File: src/rtl/rename_stage_if.sv
// rtl/rename_stage_if.sv - bundle, free-list, commit and dispatch signals of the rename stage
//
// Purpose: groups every non-clock/reset signal of rename_stage.
//   slave  : the rename stage itself
//   master : the surrounding pipeline (decode, free_list, ROB, dispatch)
// Signal summary (per-slot fields are [1:0], slot k at index k):
//   in_valid/in_ready, in_inst_valid, in_rs1/in_rs2/in_rd, in_rd_we : decoded bundle
//   alloc_en -> / alloc_phys, alloc_valid <-                         : free_list ports
//   commit_en, commit_rd, commit_pd, flush                           : ROB retire / recovery
//   out_valid/out_ready, out_inst_valid, out_pd_valid,
//   out_ps1, out_ps2, out_pd, out_pd_old                             : renamed bundle
interface rename_stage_if #(
  parameter int PW = 6,
  parameter int AW = 5
);
  logic               in_valid;
  logic               in_ready;
  logic [1:0]         in_inst_valid;
  logic [1:0]         in_rd_we;
  logic [1:0][AW-1:0] in_rs1;
  logic [1:0][AW-1:0] in_rs2;
  logic [1:0][AW-1:0] in_rd;

  logic [1:0]         alloc_en;
  logic [1:0][PW-1:0] alloc_phys;
  logic [1:0]         alloc_valid;

  logic [1:0]         commit_en;
  logic [1:0][AW-1:0] commit_rd;
  logic [1:0][PW-1:0] commit_pd;
  logic               flush;

  logic               out_valid;
  logic               out_ready;
  logic [1:0]         out_inst_valid;
  logic [1:0]         out_pd_valid;
  logic [1:0][PW-1:0] out_ps1;
  logic [1:0][PW-1:0] out_ps2;
  logic [1:0][PW-1:0] out_pd;
  logic [1:0][PW-1:0] out_pd_old;

  modport master (
    output in_valid, in_inst_valid, in_rd_we, in_rs1, in_rs2, in_rd,
    output alloc_phys, alloc_valid,
    output commit_en, commit_rd, commit_pd, flush,
    output out_ready,
    input  in_ready, alloc_en,
    input  out_valid, out_inst_valid, out_pd_valid, out_ps1, out_ps2, out_pd, out_pd_old
  );

  modport slave (
    input  in_valid, in_inst_valid, in_rd_we, in_rs1, in_rs2, in_rd,
    input  alloc_phys, alloc_valid,
    input  commit_en, commit_rd, commit_pd, flush,
    input  out_ready,
    output in_ready, alloc_en,
    output out_valid, out_inst_valid, out_pd_valid, out_ps1, out_ps2, out_pd, out_pd_old
  );
endinterface

File: src/rtl/rename_stage.sv
// rtl/rename_stage.sv - two-wide register rename stage in front of free_list
//
// Purpose: accepts a decoded two-slot bundle, obtains destination physical
// registers from free_list, maps sources through the speculative RAT and emits
// the renamed bundle with each destination's previous mapping. A committed RAT
// tracks ROB retirement and restores the speculative RAT on flush.
// Ports:
//   clk   : rising-edge clock
//   reset : asynchronous, active-low
//   bus   : rename_stage_if.slave (bundle in, free_list, commit/flush, bundle out)
module rename_stage #(
  parameter int PHYS_REGS = 48,
  parameter int ARCH_REGS = 32
) (
  input logic           clk,
  input logic           reset,
  rename_stage_if.slave bus
);
  localparam int PW = $clog2(PHYS_REGS);
  localparam int AW = $clog2(ARCH_REGS);
  localparam logic [AW-1:0] XZR = AW'(ARCH_REGS - 1);

  typedef enum logic [1:0] {S_IDLE, S_WAIT, S_OUT} state_e;
  state_e state_q, state_d;

  // Latched bundle
  logic [1:0]         b_inst_q, b_inst_d;
  logic [1:0]         b_need_q, b_need_d;
  logic [1:0][AW-1:0] b_rs1_q, b_rs1_d;
  logic [1:0][AW-1:0] b_rs2_q, b_rs2_d;
  logic [1:0][AW-1:0] b_rd_q, b_rd_d;

  // Free-list bookkeeping: ports requested last cycle and registers held per port
  logic [1:0]         req_q;
  logic [1:0]         hold_valid_q, hold_valid_d;
  logic [1:0][PW-1:0] hold_phys_q, hold_phys_d;

  logic [PW-1:0] spec_q [ARCH_REGS];
  logic [PW-1:0] spec_d [ARCH_REGS];
  logic [PW-1:0] commit_q [ARCH_REGS];
  logic [PW-1:0] commit_d [ARCH_REGS];

  // Registered outputs
  logic [1:0]         o_inst_q, o_inst_d;
  logic [1:0]         o_pdv_q, o_pdv_d;
  logic [1:0][PW-1:0] o_ps1_q, o_ps1_d;
  logic [1:0][PW-1:0] o_ps2_q, o_ps2_d;
  logic [1:0][PW-1:0] o_pd_q, o_pd_d;
  logic [1:0][PW-1:0] o_pdo_q, o_pdo_d;

  logic               in_ready;
  logic               accept;
  logic [1:0]         alloc_en;
  logic [1:0]         need_in;
  logic [1:0]         grant;
  logic [1:0]         hv_eff;
  logic [1:0]         missing;
  logic [1:0][PW-1:0] hp_eff;
  logic [1:0][PW-1:0] ren_ps1, ren_ps2, ren_pd, ren_pdo;

  function automatic logic [PW-1:0] map_src(input logic [AW-1:0] a, input logic [PW-1:0] m);
    return (a == XZR) ? PW'(XZR) : m;
  endfunction

  assign in_ready = (state_q == S_IDLE) || ((state_q == S_OUT) && bus.out_ready);
  assign accept   = bus.in_valid && in_ready && !bus.flush;

  assign need_in = bus.in_inst_valid & bus.in_rd_we & {bus.in_rd[1] != XZR, bus.in_rd[0] != XZR};

  // A grant is always captured, even across flush, so no physical register leaks.
  assign grant     = req_q & bus.alloc_valid;
  assign hv_eff    = hold_valid_q | grant;
  assign hp_eff[0] = grant[0] ? bus.alloc_phys[0] : hold_phys_q[0];
  assign hp_eff[1] = grant[1] ? bus.alloc_phys[1] : hold_phys_q[1];
  assign missing   = b_need_q & ~hv_eff;

  // Committed RAT next state; port 1 is applied last so it wins on equal rd.
  always_comb begin
    for (int i = 0; i < ARCH_REGS; i++) commit_d[i] = commit_q[i];
    if (bus.commit_en[0] && bus.commit_rd[0] != XZR) commit_d[bus.commit_rd[0]] = bus.commit_pd[0];
    if (bus.commit_en[1] && bus.commit_rd[1] != XZR) commit_d[bus.commit_rd[1]] = bus.commit_pd[1];
  end

  // Rename of the latched bundle; slot 1 bypasses slot 0's new destination.
  always_comb begin
    ren_pd[0]  = b_need_q[0] ? hp_eff[0] : '0;
    ren_pd[1]  = b_need_q[1] ? hp_eff[1] : '0;
    ren_ps1[0] = b_inst_q[0] ? map_src(b_rs1_q[0], spec_q[b_rs1_q[0]]) : '0;
    ren_ps2[0] = b_inst_q[0] ? map_src(b_rs2_q[0], spec_q[b_rs2_q[0]]) : '0;
    ren_ps1[1] = '0;
    ren_ps2[1] = '0;
    if (b_inst_q[1]) begin
      ren_ps1[1] = (b_need_q[0] && b_rs1_q[1] == b_rd_q[0]) ? ren_pd[0]
                 : map_src(b_rs1_q[1], spec_q[b_rs1_q[1]]);
      ren_ps2[1] = (b_need_q[0] && b_rs2_q[1] == b_rd_q[0]) ? ren_pd[0]
                 : map_src(b_rs2_q[1], spec_q[b_rs2_q[1]]);
    end
    ren_pdo[0] = b_need_q[0] ? spec_q[b_rd_q[0]] : '0;
    ren_pdo[1] = '0;
    if (b_need_q[1]) begin
      ren_pdo[1] = (b_need_q[0] && b_rd_q[1] == b_rd_q[0]) ? ren_pd[0] : spec_q[b_rd_q[1]];
    end
  end

  always_comb begin
    state_d      = state_q;
    alloc_en     = '0;
    b_inst_d     = b_inst_q;
    b_need_d     = b_need_q;
    b_rs1_d      = b_rs1_q;
    b_rs2_d      = b_rs2_q;
    b_rd_d       = b_rd_q;
    hold_valid_d = hv_eff;
    hold_phys_d  = hp_eff;
    o_inst_d     = o_inst_q;
    o_pdv_d      = o_pdv_q;
    o_ps1_d      = o_ps1_q;
    o_ps2_d      = o_ps2_q;
    o_pd_d       = o_pd_q;
    o_pdo_d      = o_pdo_q;
    for (int i = 0; i < ARCH_REGS; i++) spec_d[i] = spec_q[i];

    // Accept is possible in IDLE and in the OUT drain cycle; ports already
    // holding a register are not requested again.
    if (accept) begin
      b_inst_d = bus.in_inst_valid;
      b_need_d = need_in;
      b_rs1_d  = bus.in_rs1;
      b_rs2_d  = bus.in_rs2;
      b_rd_d   = bus.in_rd;
      alloc_en = need_in & ~hv_eff;
    end

    case (state_q)
      S_IDLE: if (accept) state_d = S_WAIT;
      S_WAIT: begin
        if (|missing) begin
          alloc_en = missing;
        end else begin
          o_inst_d     = b_inst_q;
          o_pdv_d      = b_need_q;
          o_ps1_d      = ren_ps1;
          o_ps2_d      = ren_ps2;
          o_pd_d       = ren_pd;
          o_pdo_d      = ren_pdo;
          hold_valid_d = hv_eff & ~b_need_q;
          if (b_need_q[0]) spec_d[b_rd_q[0]] = ren_pd[0];
          if (b_need_q[1]) spec_d[b_rd_q[1]] = ren_pd[1];
          state_d = S_OUT;
        end
      end
      S_OUT: if (bus.out_ready) state_d = accept ? S_WAIT : S_IDLE;
      default: state_d = S_IDLE;
    endcase

    // Flush overrides everything above except grant capture.
    if (bus.flush) begin
      state_d      = S_IDLE;
      alloc_en     = '0;
      b_inst_d     = '0;
      b_need_d     = '0;
      hold_valid_d = hv_eff;
      o_inst_d     = o_inst_q;
      o_pdv_d      = o_pdv_q;
      o_ps1_d      = o_ps1_q;
      o_ps2_d      = o_ps2_q;
      o_pd_d       = o_pd_q;
      o_pdo_d      = o_pdo_q;
      for (int i = 0; i < ARCH_REGS; i++) spec_d[i] = commit_d[i];
    end
  end

  always_ff @(posedge clk or negedge reset) begin
    if (!reset) begin
      state_q      <= S_IDLE;
      b_inst_q     <= '0;
      b_need_q     <= '0;
      b_rs1_q      <= '0;
      b_rs2_q      <= '0;
      b_rd_q       <= '0;
      req_q        <= '0;
      hold_valid_q <= '0;
      hold_phys_q  <= '0;
      o_inst_q     <= '0;
      o_pdv_q      <= '0;
      o_ps1_q      <= '0;
      o_ps2_q      <= '0;
      o_pd_q       <= '0;
      o_pdo_q      <= '0;
    end else begin
      state_q      <= state_d;
      b_inst_q     <= b_inst_d;
      b_need_q     <= b_need_d;
      b_rs1_q      <= b_rs1_d;
      b_rs2_q      <= b_rs2_d;
      b_rd_q       <= b_rd_d;
      req_q        <= alloc_en;
      hold_valid_q <= hold_valid_d;
      hold_phys_q  <= hold_phys_d;
      o_inst_q     <= o_inst_d;
      o_pdv_q      <= o_pdv_d;
      o_ps1_q      <= o_ps1_d;
      o_ps2_q      <= o_ps2_d;
      o_pd_q       <= o_pd_d;
      o_pdo_q      <= o_pdo_d;
    end
  end

  // Both RATs reset to the identity map.
  always_ff @(posedge clk or negedge reset) begin
    if (!reset) begin
      for (int i = 0; i < ARCH_REGS; i++) begin
        spec_q[i]   <= PW'(i);
        commit_q[i] <= PW'(i);
      end
    end else begin
      for (int i = 0; i < ARCH_REGS; i++) begin
        spec_q[i]   <= spec_d[i];
        commit_q[i] <= commit_d[i];
      end
    end
  end

  assign bus.in_ready       = in_ready;
  assign bus.alloc_en       = alloc_en;
  assign bus.out_valid      = (state_q == S_OUT);
  assign bus.out_inst_valid = o_inst_q;
  assign bus.out_pd_valid   = o_pdv_q;
  assign bus.out_ps1        = o_ps1_q;
  assign bus.out_ps2        = o_ps2_q;
  assign bus.out_pd         = o_pd_q;
  assign bus.out_pd_old     = o_pdo_q;
endmodule
File: src/flat_wrapper.sv
// flat-port wrapper written by rule: the top's interface ports become plain ports
module rename_stage_flat 
#(
  parameter int PHYS_REGS = 48,
  parameter int ARCH_REGS = 32
)
  (clk, reset, bus_in_valid, bus_in_inst_valid, bus_in_rd_we, bus_in_rs1, bus_in_rs2, bus_in_rd, bus_alloc_phys, bus_alloc_valid, bus_commit_en, bus_commit_rd, bus_commit_pd, bus_flush, bus_out_ready, bus_in_ready, bus_alloc_en, bus_out_valid, bus_out_inst_valid, bus_out_pd_valid, bus_out_ps1, bus_out_ps2, bus_out_pd, bus_out_pd_old);
  rename_stage_if bus_i ();
  input logic clk;
  input logic reset;
  input wire logic [$bits(bus_i.in_valid)-1:0] bus_in_valid;
  input wire logic [$bits(bus_i.in_inst_valid)-1:0] bus_in_inst_valid;
  input wire logic [$bits(bus_i.in_rd_we)-1:0] bus_in_rd_we;
  input wire logic [$bits(bus_i.in_rs1)-1:0] bus_in_rs1;
  input wire logic [$bits(bus_i.in_rs2)-1:0] bus_in_rs2;
  input wire logic [$bits(bus_i.in_rd)-1:0] bus_in_rd;
  input wire logic [$bits(bus_i.alloc_phys)-1:0] bus_alloc_phys;
  input wire logic [$bits(bus_i.alloc_valid)-1:0] bus_alloc_valid;
  input wire logic [$bits(bus_i.commit_en)-1:0] bus_commit_en;
  input wire logic [$bits(bus_i.commit_rd)-1:0] bus_commit_rd;
  input wire logic [$bits(bus_i.commit_pd)-1:0] bus_commit_pd;
  input wire logic [$bits(bus_i.flush)-1:0] bus_flush;
  input wire logic [$bits(bus_i.out_ready)-1:0] bus_out_ready;
  output wire logic [$bits(bus_i.in_ready)-1:0] bus_in_ready;
  output wire logic [$bits(bus_i.alloc_en)-1:0] bus_alloc_en;
  output wire logic [$bits(bus_i.out_valid)-1:0] bus_out_valid;
  output wire logic [$bits(bus_i.out_inst_valid)-1:0] bus_out_inst_valid;
  output wire logic [$bits(bus_i.out_pd_valid)-1:0] bus_out_pd_valid;
  output wire logic [$bits(bus_i.out_ps1)-1:0] bus_out_ps1;
  output wire logic [$bits(bus_i.out_ps2)-1:0] bus_out_ps2;
  output wire logic [$bits(bus_i.out_pd)-1:0] bus_out_pd;
  output wire logic [$bits(bus_i.out_pd_old)-1:0] bus_out_pd_old;
  assign bus_i.in_valid = bus_in_valid;
  assign bus_i.in_inst_valid = bus_in_inst_valid;
  assign bus_i.in_rd_we = bus_in_rd_we;
  assign bus_i.in_rs1 = bus_in_rs1;
  assign bus_i.in_rs2 = bus_in_rs2;
  assign bus_i.in_rd = bus_in_rd;
  assign bus_i.alloc_phys = bus_alloc_phys;
  assign bus_i.alloc_valid = bus_alloc_valid;
  assign bus_i.commit_en = bus_commit_en;
  assign bus_i.commit_rd = bus_commit_rd;
  assign bus_i.commit_pd = bus_commit_pd;
  assign bus_i.flush = bus_flush;
  assign bus_i.out_ready = bus_out_ready;
  assign bus_in_ready = bus_i.in_ready;
  assign bus_alloc_en = bus_i.alloc_en;
  assign bus_out_valid = bus_i.out_valid;
  assign bus_out_inst_valid = bus_i.out_inst_valid;
  assign bus_out_pd_valid = bus_i.out_pd_valid;
  assign bus_out_ps1 = bus_i.out_ps1;
  assign bus_out_ps2 = bus_i.out_ps2;
  assign bus_out_pd = bus_i.out_pd;
  assign bus_out_pd_old = bus_i.out_pd_old;
  rename_stage #(.PHYS_REGS(PHYS_REGS), .ARCH_REGS(ARCH_REGS)) u_core (.clk(clk), .reset(reset), .bus(bus_i));
endmodule
File: config.mk
export PLATFORM = sky130hd
export DESIGN_NAME = rename_stage_flat
export DESIGN_NICKNAME = d
export VERILOG_FILES = /design/src/rtl/rename_stage_if.sv /design/src/rtl/rename_stage.sv /design/src/flat_wrapper.sv
export SDC_FILE = /design/constraint.sdc
export NUM_CORES = 2
export LEC_CHECK = 0
export CORE_UTILIZATION = 42
export DETAILED_ROUTE_END_ITERATION = 8
export HOLD_SLACK_MARGIN = 0.08
export SLEW_MARGIN = 5
export SYNTH_ARGS = -nofsm -noshare
export SYNTH_HDL_FRONTEND = slang
export SYNTH_SLANG_ARGS = --single-unit
File: constraint.sdc
create_clock -name clk -period 3.65 [get_ports clk]
set_input_delay 0.73 -clock clk [delete_from_list [all_inputs] [get_ports clk]]
set_output_delay 0.73 -clock clk [all_outputs]
set_load 0.02 [all_outputs]
==> qor_table.md <==
| Item | Reported |
| --- | --- |
| CP Data Arrival Time | 2.51 ns |
| Endpoint of the lowest-slack register-to-register path | u_core.bus.out_ps1[11] |
| Total number of vias | 33,600 |
| Setup TNS Final | 0 ns |
| Prevailing post-synth register cell | dfrtp_1 |
| Post-Synthesis Cells | 3,534 |
| Die Area | 0.0867 mm² |
| Setup Skew | 0.0217 ns |
| Count of max-cap constraint violations | 0 |
| Share of post-route cells with drive strength above 1 | 24.0% |
| Class of the worst hold path | input pin to async pin |
| Launch point of the worst path | bus_out_ready |
| Top Family by Delay on Critical Path | compound AO/OA/AOI/OAI gates |
| Post-Place Cells | 4,622 |
| Clock Tree Buf Depth | 3 |
| Reg2reg path depth | 5 |
| Capture point of the critical path | bus_alloc_en[1] |
| Clock-pin transition on the worst setup and hold timing paths | 0.06 ns |
| Critical path data required time | 2.92 ns |
| Count of flip-flops with a built-in enable after synthesis | 0 |
| Worst reg-to-reg setup slack | 0.66 ns |
| Detail-routed via count per cell | 7.11 |
| Max-slew violation count | 0 |
| Final weighted congestion in routability-driven placement | 1.09 |
| Cts hold-fix bufs | 0 |
| Delay of the slowest cell on the worst path | 0.46 ns |
| Overall die width | 294 µm |
| Wirelength per Cell | 35.0 µm |
| Distinct cell type count of the synthesized netlist | 79 |
| Global route total overflow | 0 |
| R2R Path Start | u_core.b_rs1_q[5] |
| Sequential fraction of the synthesis area | 34.6% |
| Maximum net fanout on the critical path | 4 |
| Number of buffers created by CTS | 55 |
| Cell area after technology mapping | 0.0359 mm² |
| Levels on crit path | 7 |
| Detailed Routing Iterations Pass 1 | 6 |
| Warnings from Yosys | 0 |
| Portion of the clock cycle consumed by the worst path in the final layout | 88.9% |
| CTS Sinks | 488 |
| Non-filler instance count after layout | 4,728 |
| Buffer count from post-CTS setup fixing | 0 |
| Max Clk Rate | 308 MHz |
| Async set-or-reset flop fraction in the synthesized netlist | 100% |
| Slew Limit Headroom | 23.4% |
| CTS Root Cell | clkbuf_16 |
| Most used cells in the layout excluding fill and tap cells | a21oi_1, nand2_1, dfrtp_1 |
| Final Setup Violations | 0 |
| Minimum clock period | 3.24 ns |
| Most frequent standard cell in the layout excluding fill and tap cells | a21oi_1 |
| Clock insertion delay at the later pin of the skew report | 0.65 ns |
| Chip Height | 294 µm |
| Quantity of I/O buffers inserted on ports | 132 |
| Net count, final | 3,622 |
| First-pass GRT wire length | 237 mm |
| TritonCTS clock tree | done |
| Initial antenna violation count | 3 |
| RSZ-0062 raised after global routing | no |
| Critical Path End Type | output port |
| Residual DRC | 0 |
| Crit path cell chain | clkdlybuf4s50_1, inv_1, a2111oi_4, o2111a_1, nand3_1, a21oi_1, dlymetal6s2s_1 |
| Initial core utilization | 42.7% |
| Actual transition at the worst max-transition pin | 1.15 ns |
| Worst setup SP type | input pin |
| # H-tree levels | 2 |
| Number of global-route vias before repair | 31,500 |
| Total count of hold-check failures in the final report | 0 |
| Cell with the biggest individual delay on the critical path | clkdlybuf4s50_1 |
| Count of antenna-violating nets left after detailed routing | 0 |
| Initial drt markers | 5,274 |
| Peak supply drop | 0.000376 V |
| Top Ports | 133 |
| Synthesized area divided by synthesized cell count | 10.2 µm² |
| Classification of the worst setup path | input pin to output port |
| Power density relative to cell area | 632 mW/mm² |
| Critical path buffer and inverter count | 3 |
| Leakage power | 16.5 nW |
| Synth-to-Final Area Change | 14.3% |
| Wire length reported by the detailed router | 166 mm |
| Largest net degree at the start of global routing | 93 |
| Overall global routing resource usage | 38.0% |
| Post-detailed-placement half-perimeter wirelength | 116 mm |
| Site Rows | 106 |
| Outcome | complete, no violations |
| Core outline area | 0.0841 mm² |
| Synthesis-stage register bit count | 488 |
| Net count after synthesis | 3,611 |
[timing repair]
item,CTS,global route
hold endpoints to repair,0,0
setup endpoints to repair,0,2
gates resized for setup,0,2
[how the worst min path moves through the flow]
stage                             startpoint                    to
after detailed placement  u_core.commit_q[3]    u_core.commit_q[3]
final                                  reset  u_core.commit_q[122]
after CTS                              reset   u_core.commit_q[71]
after floorplan                        reset    u_core.b_inst_q[0]
after global routing                   reset   u_core.commit_q[71]
after global placement    u_core.commit_q[2]    u_core.commit_q[2]
[Yosys cell counts (all sizes together), types with 7 or more instances]
library cell / n / area, µm²
a211o: 100 / 876
a211oi: 99 / 743
a21boi: 12 / 90.1
a21o: 53 / 398
a21oi: 450 / 2260
a221o: 108 / 1080
a221oi: 24 / 234
a22o: 16 / 140
a22oi: 61 / 458
a31oi: 17 / 106
and2: 9 / 56.3
and3: 18 / 113
and3b: 7 / 61.3
buf: 199 / 1110
clkbuf: 200 / 754
dfrtp: 328 / 8210
dfstp: 160 / 4200
inv: 101 / 379
mux2: 55 / 619
mux2i: 249 / 2490
mux4: 283 / 6410
nand2: 352 / 1330
nand2b: 17 / 106
nand3: 34 / 170
nand3b: 11 / 90.1
nand4: 13 / 81.3
nor2: 234 / 906
nor2b: 23 / 144
nor3: 22 / 133
nor4: 8 / 50.1
o211ai: 20 / 150
o21a: 14 / 105
o21ai: 78 / 390
o221ai: 75 / 657
o41ai: 8 / 130
or3b: 9 / 78.8
xor2: 12 / 105
[per-stage QoR]
stage | util [%] | setup WS [ns] | power (mW) | area (µm²) | hold WS [ns]
finish | 48.8 | 0.406 | 25.9 | 41100 | 0.116
global route | 48.8 | 0.267 | 26.6 | 41100 | 0.137
CTS | 48.8 | 0.0259 | 25.4 | 41000 | 0.116
detailed placement | 46.6 | 0.0360 | 19.5 | 39200 | 0.360
global placement | 46.6 | 0.0245 | 19.4 | 39200 | 0.360
floorplan | - | 0.677 | 15.0 | 35900 | 0.429
[cells by family (layout without fill, tap and decap cells)]
logic type	count (synthesis)	in the layout	share of synthesized area, %
mux	587	587	26.5
compound gates	1162	1162	22.4
buf+inv	500	557	6.24
simple gates	782	782	9.88
other cells	0	3	0
flops	488	488	34.6
xor+xnor	15	15	0.366
[area by class of cell]
type | count | area [µm²]
multi-input cells | 2546 | 21400
well taps | 1134 | 1420
clock inverters | 23 | 319
repair buffers | 353 | 3540
inverters | 101 | 379
fillers | 7715 | 43000
clock buffers | 80 | 1540
diodes | 3 | 7.51
flip-flops and latches | 488 | 12400
[routing by layer]
| layer | track usage [%] | up-vias | share of wire [%] |
|---|---|---|---|
| li1 | - | 13600 | - |
| met1 | 48.7 | 16700 | 37 |
| met2 | 54.8 | 2649 | 42 |
| met3 | 11.5 | 664 | 13 |
| met4 | 26.0 | 4 | 8.5 |
| met5 | 1.36 | - | 0.029 |
[power by group]
part	leakage, nW	internal [mW]	switching [mW]
combinational	9.82	4.85	5.54
sequential	5.79	6.99	2.67
clock	0.915	3.43	2.46
[state kept, by name (all words and copies together) (netlist names), 12 cells and up]
signal                 flops
u_core.commit_q          192
u_core.bus.out_pd_old     12
u_core.bus.out_pd         12
u_core.hold_phys_q        12
u_core.spec_q            192
u_core.bus.out_ps2        12
u_core.bus.out_ps1        12
Power figures use the tool's default switching activity.
